## config.mk

```make
export PLATFORM = sky130hd
export DESIGN_NAME = somador_serial
export DESIGN_NICKNAME = d
export VERILOG_FILES = /design/src/rtl/somador_serial_pkg.sv /design/src/rtl/somador_serial_soma1bit.sv /design/src/rtl/somador_serial.sv
export SDC_FILE = /design/constraint.sdc
export NUM_CORES = 1
export LEC_CHECK = 0
export CAP_MARGIN = 20
export CORE_MARGIN = 2
export CORE_UTILIZATION = 55
export CTS_CLUSTER_SIZE = 14
export DETAILED_ROUTE_END_ITERATION = 8
export PLACE_DENSITY = 0.82
export SLEW_MARGIN = 0
export SYNTH_ARGS = -nofsm -noshare
export SYNTH_HDL_FRONTEND = slang
export SYNTH_SLANG_ARGS = --single-unit
export TNS_END_PERCENT = 50
```

## constraint.sdc

```tcl
create_clock -name clk -period 4.1 [get_ports clk]
set_input_delay 0.82 -clock clk [delete_from_list [all_inputs] [get_ports clk]]
set_output_delay 0.82 -clock clk [all_outputs]
set_load 0.01 [all_outputs]
```

## src/rtl/somador_serial_pkg.sv

```systemverilog
// Shared definitions for the bit-serial adder: FSM state encoding and
// operation-select constants.
package somador_pkg;

    typedef enum logic [1:0] {
        OCIOSO  = 2'd0,
        SOMANDO = 2'd1,
        FIM     = 2'd2
    } estado_t;

    localparam logic MODO_SOMA = 1'b0;
    localparam logic MODO_SUB  = 1'b1;

endpackage

```

## src/rtl/somador_serial_soma1bit.sv

```systemverilog
// Single-bit full adder cell, reused every cycle by the serial adder.
module soma1bit (
    input  logic a,
    input  logic b,
    input  logic te,
    output logic s,
    output logic ts
);

    assign s  = a ^ b ^ te;
    assign ts = (a & b) | (te & (a ^ b));

endmodule

```

## src/rtl/somador_serial.sv

```systemverilog
// Bit-serial adder/subtractor: one full-adder cell processes one operand bit
// per cycle, LSB first, and the (N+1)-bit result is flagged by a pronto pulse.
module somador_serial
    import somador_pkg::*;
#(
    parameter int N = 8
) (
    input  logic         clk,
    input  logic         rst,
    input  logic         inicio,
    input  logic [N-1:0] A,
    input  logic [N-1:0] B,
    input  logic         TE,
    input  logic         modo,
    output logic         ocupado,
    output logic         pronto,
    output logic [N:0]   resultado
);

    // One extra bit so that the terminal count N-1 fits even when N=1.
    localparam int CW = $clog2(N) + 1;

    estado_t        estado, prox_estado;
    logic [N-1:0]   op_a, op_b;
    logic [N-1:0]   parcial, parcial_novo;
    logic           carry;
    logic [CW-1:0]  cont;
    logic           bit_soma, carry_novo;
    logic           ultimo_bit;

    soma1bit celula (
        .a  (op_a[0]),
        .b  (op_b[0]),
        .te (carry),
        .s  (bit_soma),
        .ts (carry_novo)
    );

    generate
        if (N == 1) begin : g_parcial_1
            assign parcial_novo = bit_soma;
        end else begin : g_parcial_n
            assign parcial_novo = {bit_soma, parcial[N-1:1]};
        end
    endgenerate

    assign ultimo_bit = (cont == CW'(N - 1));

    // NOTE: every signal written here gets a default first, so no path can
    // leave it unassigned and infer a latch.
    always_comb begin
        prox_estado = estado;
        case (estado)
            OCIOSO:  if (inicio)     prox_estado = SOMANDO;
            SOMANDO: if (ultimo_bit) prox_estado = FIM;
            FIM:                     prox_estado = OCIOSO;
            default:                 prox_estado = OCIOSO;
        endcase
    end

    // Status flags are registered from the next state so they line up with it.
    // NOTE: sequential state uses non-blocking assignments so every flop
    // samples the pre-edge values regardless of statement order.
    always_ff @(posedge clk) begin
        if (rst) begin
            estado  <= OCIOSO;
            ocupado <= 1'b0;
            pronto  <= 1'b0;
        end else begin
            estado  <= prox_estado;
            ocupado <= (prox_estado != OCIOSO);
            pronto  <= (prox_estado == FIM);
        end
    end

    // NOTE: all datapath registers are reset so an aborted operation leaves
    // no residue in the operands, carry or counter.
    always_ff @(posedge clk) begin
        if (rst) begin
            op_a      <= '0;
            op_b      <= '0;
            carry     <= 1'b0;
            cont      <= '0;
            parcial   <= '0;
            resultado <= '0;
        end else begin
            case (estado)
                OCIOSO: begin
                    if (inicio) begin
                        op_a    <= A;
                        op_b    <= (modo == MODO_SUB) ? ~B : B;
                        carry   <= (modo == MODO_SUB) ? 1'b1 : TE;
                        cont    <= '0;
                        parcial <= '0;
                    end
                end
                SOMANDO: begin
                    op_a    <= op_a >> 1;
                    op_b    <= op_b >> 1;
                    carry   <= carry_novo;
                    parcial <= parcial_novo;
                    cont    <= cont + 1'b1;
                    if (ultimo_bit)
                        resultado <= {carry_novo, parcial_novo};
                end
                default: ;
            endcase
        end
    end

endmodule

```

==> results.cfg, run 1 <==
[layout]
layoutNonFillerInstCount = 255
nets = 231
area_growth_pct = 17.83
final_common_cell = dfxtp_1
mostFrequentLayoutCells = dfxtp_1, clkdlybuf4s50_1, nor2_1
final_cell_area_um2 = 2200
finish.utilization_pct = 66.44
drive_gt1_share_pct = 12.44
num_antenna_cells = 0

[sta]
rsz0062_at_grt = no
finalWorstSetupSlack_ns = 1.844
hold_viol_final = 0
fin_tns_setup_ns = 0
hold_slack_ns = 0.4687
setup_viol = 0
slew_headroom_pct = 44.74
fmax_ghz = 0.4433
tightest_slew_ns = 0.8278
period_share_pct = 55.02
skew_ns = 0.007641
drv_slew = 0
min_period_ns = 2.256

[worst_setup_path]
arrival_ns = 2.49
crit_path_max_fanout = 20
crit_type = in2reg
cp-end-kind = register
start_kind = input port
required_ns = 4.34

[min_path]
hold_class = reg2reg

[placed_design]
place_ws_ns = 1.495
postPlaceCellArea_um2 = 2111
dp_hpwl_um = 2661
gp_congestion = 0.7801
numPortBuffers = 31
dpl.cell_count = 247

[flow_run]
maxCapViolations = 0

[clock_tree]
clkTransAtPathRegs_ns = 0.11
root_buffer = clkbuf_4
clock_sinks = 41
numCtsBuffers = 5
post-cts-setup-buffer-count = 0
cts_max_path_buffers = 2
worstSkewPairLatency_ns = 0.36
cts_tree = yes
ctsResizeCount = 0
postCtsHoldBufs = 0
htree_levels = 2

[power]
power.total_mw = 0.8110
powerDensity_nw_per_um2 = 368.7
power.leakage_nw = 0.7813
ir_drop_uv = 212.8

[logic_synthesis]
synthArstFlopShare_pct = 0
synth-simple-area-share_pct = 13.27
synth_top_family_by_area = compound AO/OA/AOI/OAI gates
synth-main-ff-cell = dfxtp_1
synth_compound_area_share_pct = 27.48
synth_area_leaders = dfxtp_1, a22oi_1, a221oi_2
synth_nets = 208
synth_area_um2 = 1867
yosysUniqueCellTypes = 48
syn_inst = 185
synthMuxAreaShare_pct = 0.5362
ys_seq_area_share_pct = 43.97
synthXorXnorAreaFrac_pct = 3.753
ys.warnings.count = 0
yosysTopAreaCellShare_pct = 43.97
synth_top_area_cell = dfxtp_1
syn_area_per_cell_um2 = 10.09
synthAdderAreaFrac_pct = 1.743
ys_seq_elements = 41
synth_edf_count = 0

[floorplanning]
ioPinCount = 32
die_w_um = 62.26
num_rows = 21
core_region_area_um2 = 3311
chipHeight_um = 62.26
dieArea_um2 = 3876
start_util_pct = 56.39

[global_route]
grtUsageTotal_pct = 21.94
grt_first_pass_wirelength_um = 6686
first_global_vias = 1424
antenna_found_initial = 0
grt_max_degree = 29
grt_overflow = 0

[routing]
vias = 1474
drcViolationCount = 0
drt_iter0_markers = 118
drtAntennaViolNets = 0
avgRoutedWirePerCell_um = 15.06
viasPerCell = 5.780
drt_pass1_iterations = 5
routed_wl_um = 3840

[run_status]
status = finished, final reports clean
## area by class of cell
type	instances	area, um^2
fillers	268	1111
multi-input cells	117	873.3
flip-flops and latches	41	820.8
repair buffers	32	317.8
well taps	46	57.56
clock buffers	6	51.30
inverters	11	41.29
clock inverters	2	37.54
## kinds of logic after synthesis
kind of cell    count (synthesis)
mux                             1
flops                          41
buf+inv                        27
simple gates                   47
fa+ha+maj                       2
compound gates                 59
xor+xnor                        8
## layer usage
layer / up-vias / GRT usage (%) / wire (um)
met3: 9 / 7.065 / 179
met5: - / 0 / 0
met4: 0 / 9.444 / 82
met1: 713 / 26.51 / 1658
li1: 718 / - / -
met2: 34 / 36.01 / 1919
## sequential cells by signal, indices dropped and copies added, names as in the netlist
name	flops
resultado	9
op_a	8
op_b	8
parcial	7
cont	4
estado	2
carry	1
ocupado	1
pronto	1
## final timing paths
kind / start / endpoint / slack (ns) / cells after the start
setup reg to reg: estado[0] / op_b[3] / 2.00 / 3
hold reg to reg: resultado[0] / resultado[0] / 0.47 / 2
hold / removal: resultado[0] / resultado[0] / 0.47 / 2
setup / recovery: rst / op_b[3] / 1.84 / 4
## power breakdown
| part | leakage [nW] | internal (mW) | switching [mW] |
|---|---|---|---|
| sequential | 0.335 | 0.415 | 0.0129 |
| combinational | 0.402 | 0.0535 | 0.0509 |
| clock | 0.0445 | 0.145 | 0.133 |
## worst max-delay path, cell delays in order
cell	delay (ns)
clkdlybuf4s50_1	0.86
inv_1	0.36
nand2_1	0.32
o22ai_1	0.12
## synthesized netlist by cell type, drive strengths merged, types with 2 or more instances
library cell,instances
a31o,5
nand2b,7
xnor2,7
a211oi,3
inv,11
a22oi,16
a21oi,7
nand3,2
buf,11
nor2,20
a221oi,7
nand2,6
nor2b,3
dfxtp,41
o22ai,7
clkbuf,5
and3,2
a22o,5
Note: power is estimated with default switching activity, not from simulation.
==> run 2, diff against run 1 <==
--- a/config.mk
+++ b/config.mk
@@ -7,10 +7,10 @@
 export LEC_CHECK = 0
 export CAP_MARGIN = 20
 export CORE_MARGIN = 2
-export CORE_UTILIZATION = 55
+export CORE_UTILIZATION = 52
 export CTS_CLUSTER_SIZE = 14
 export DETAILED_ROUTE_END_ITERATION = 8
-export PLACE_DENSITY = 0.82
+export PLACE_DENSITY = 0.79
 export SLEW_MARGIN = 0
 export SYNTH_ARGS = -nofsm -noshare
 export SYNTH_HDL_FRONTEND = slang
==> constraint.sdc (replaced) <==
create_clock -name clk -period 2.3 [get_ports clk]
set_input_delay 0.46 -clock clk [delete_from_list [all_inputs] [get_ports clk]]
set_output_delay 0.46 -clock clk [all_outputs]
set_load 0.01 [all_outputs]
==> results.cfg, run 2 (same netlist as run 1, synthesis figures left out) <==
[run_status]
status = finished, final reports clean

[sta]
setup_viol = 0
tightest_slew_ns = 0.6658
fin_tns_setup_ns = 0
skew_ns = 0.01016
hold_viol_final = 0
period_share_pct = 75.44
slew_headroom_pct = 55.41
drv_slew = 0
fmax_ghz = 0.5763
min_period_ns = 1.735
rsz0062_at_grt = no
hold_slack_ns = 0.4735

[layout]
nets = 235
mostFrequentLayoutCells = dfxtp_1, clkdlybuf4s50_1, nor2_1
top_register = resultado
fillers = 285
drive_gt1_share_pct = 12.68
largest_register_ffs = 9
area_growth_pct = 17.29
top_regs = resultado x9, op_a x8, op_b x8
num_antenna_cells = 0
final_common_cell = dfxtp_1

[clock_tree]
cts_max_path_buffers = 2
clkTransAtPathRegs_ns = 0.11
htree_levels = 2
ctsResizeCount = 0
post-cts-setup-buffer-count = 0
root_buffer = clkbuf_4
postCtsHoldBufs = 0
worstSkewPairLatency_ns = 0.35
clock_sinks = 41
cts_tree = yes
numCtsBuffers = 5

[routing]
drcViolationCount = 0
viasPerCell = 5.660
drt_iter0_markers = 122
avgRoutedWirePerCell_um = 14.33
routed_wl_um = 3712
vias = 1466
drtAntennaViolNets = 0
drt_pass1_iterations = 4

[global_route]
grt_first_pass_wirelength_um = 6410
use_met1_pct = 25.22
grt_max_degree = 24
antenna_found_initial = 0
grt_overflow = 0
grt-busiest-layer = met2
met3_usage_pct = 4.401
use_met2_pct = 32.29
first_global_vias = 1411
grtUsageTotal_pct = 20.02

[floorplanning]
core_region_area_um2 = 3390
dieArea_um2 = 4085
start_util_pct = 55.08
ioPinCount = 32
num_rows = 21
die_w_um = 63.92
chipHeight_um = 63.92

[min_path]
hold_class = reg2reg
hold_depth = 2

[power]
power.leakage_nw = 0.7831
power.total_mw = 1.300
ir_drop_uv = 414.8
powerDensity_nw_per_um2 = 593.5

[worst_setup_path]
cp_top_family = simple AND/OR/NAND/NOR gates
cp-end-kind = register
arrival_ns = 2.01
cp_num_cells = 3
cp_num_buf_inv = 0
start_kind = register
cpPeakStageDelay_ns = 0.67
slowest_stage = nor2b_2
r2r_cells = 3
crit_type = reg2reg
crit_path_max_fanout = 16
crit_chain = nor2b_2, a22oi_1, o22ai_1
required_ns = 2.58

[placed_design]
gp_congestion = 0.7272
numPortBuffers = 31
dp_hpwl_um = 2609

[flow_run]
maxCapViolations = 0
[run 2: changes by cell type in the layout (fill, tap and decap cells not counted), sizes merged]
cell	change
buf	+4
bufinv	-1
clkbuf	+2
clkinvlp	-1
[run 2: cell type report]
cell class | count | area [um^2] | area share [%]
clock buffers | 8 | 48.80 | 2.229
inverters | 11 | 41.29 | 1.886
multi-input cells | 117 | 873.3 | 39.89
flip-flops and latches | 41 | 820.8 | 37.49
well taps | 46 | 57.56 | 2.629
repair buffers | 36 | 347.8 | 15.89
[run 2: power breakdown]
group	internal (mW)	total, mW	switching (mW)
combinational	0.101	0.195	0.0944
clock	0.122	0.344	0.222
sequential	0.740	0.760	0.0194
total	0.963	1.30	0.336
[run 2: metal layers]
metal | share of wire (%) | routed length (um)
met4 | 1.1 | 42
met5 | 0 | 0
met2 | 48 | 1771
met1 | 47 | 1737
met3 | 4.3 | 160
[run 2: final timing paths]
kind                      from      endpoint  slack, ns
setup reg to reg     estado[0]       op_b[0]       0.56
hold reg to reg   resultado[6]  resultado[6]       0.47
setup / recovery     estado[0]       op_b[0]       0.56
hold / removal    resultado[6]  resultado[6]       0.47
[run 2: metrics by stage]
stage / setup slack, ns / instance area [um^2] / cells / util (%)
2_1_floorplan: 0.9828 / 1867 / 185 / -
5_1_grt: 0.4120 / 2190 / 259 / 64.60
3_5_place_dp: 0.3628 / 2141 / 251 / 63.16
3_3_place_gp: 0.4443 / 2141 / 251 / 63.16
6_report: 0.5649 / 2190 / 259 / 64.60
4_1_cts: 0.5676 / 2190 / 259 / 64.60
[run 2: worst register-to-register path: stages (launching register included)]
cell     delay [ns]
dfxtp_1        0.63
nor2b_2        0.67
a22oi_1        0.19
o22ai_1        0.17
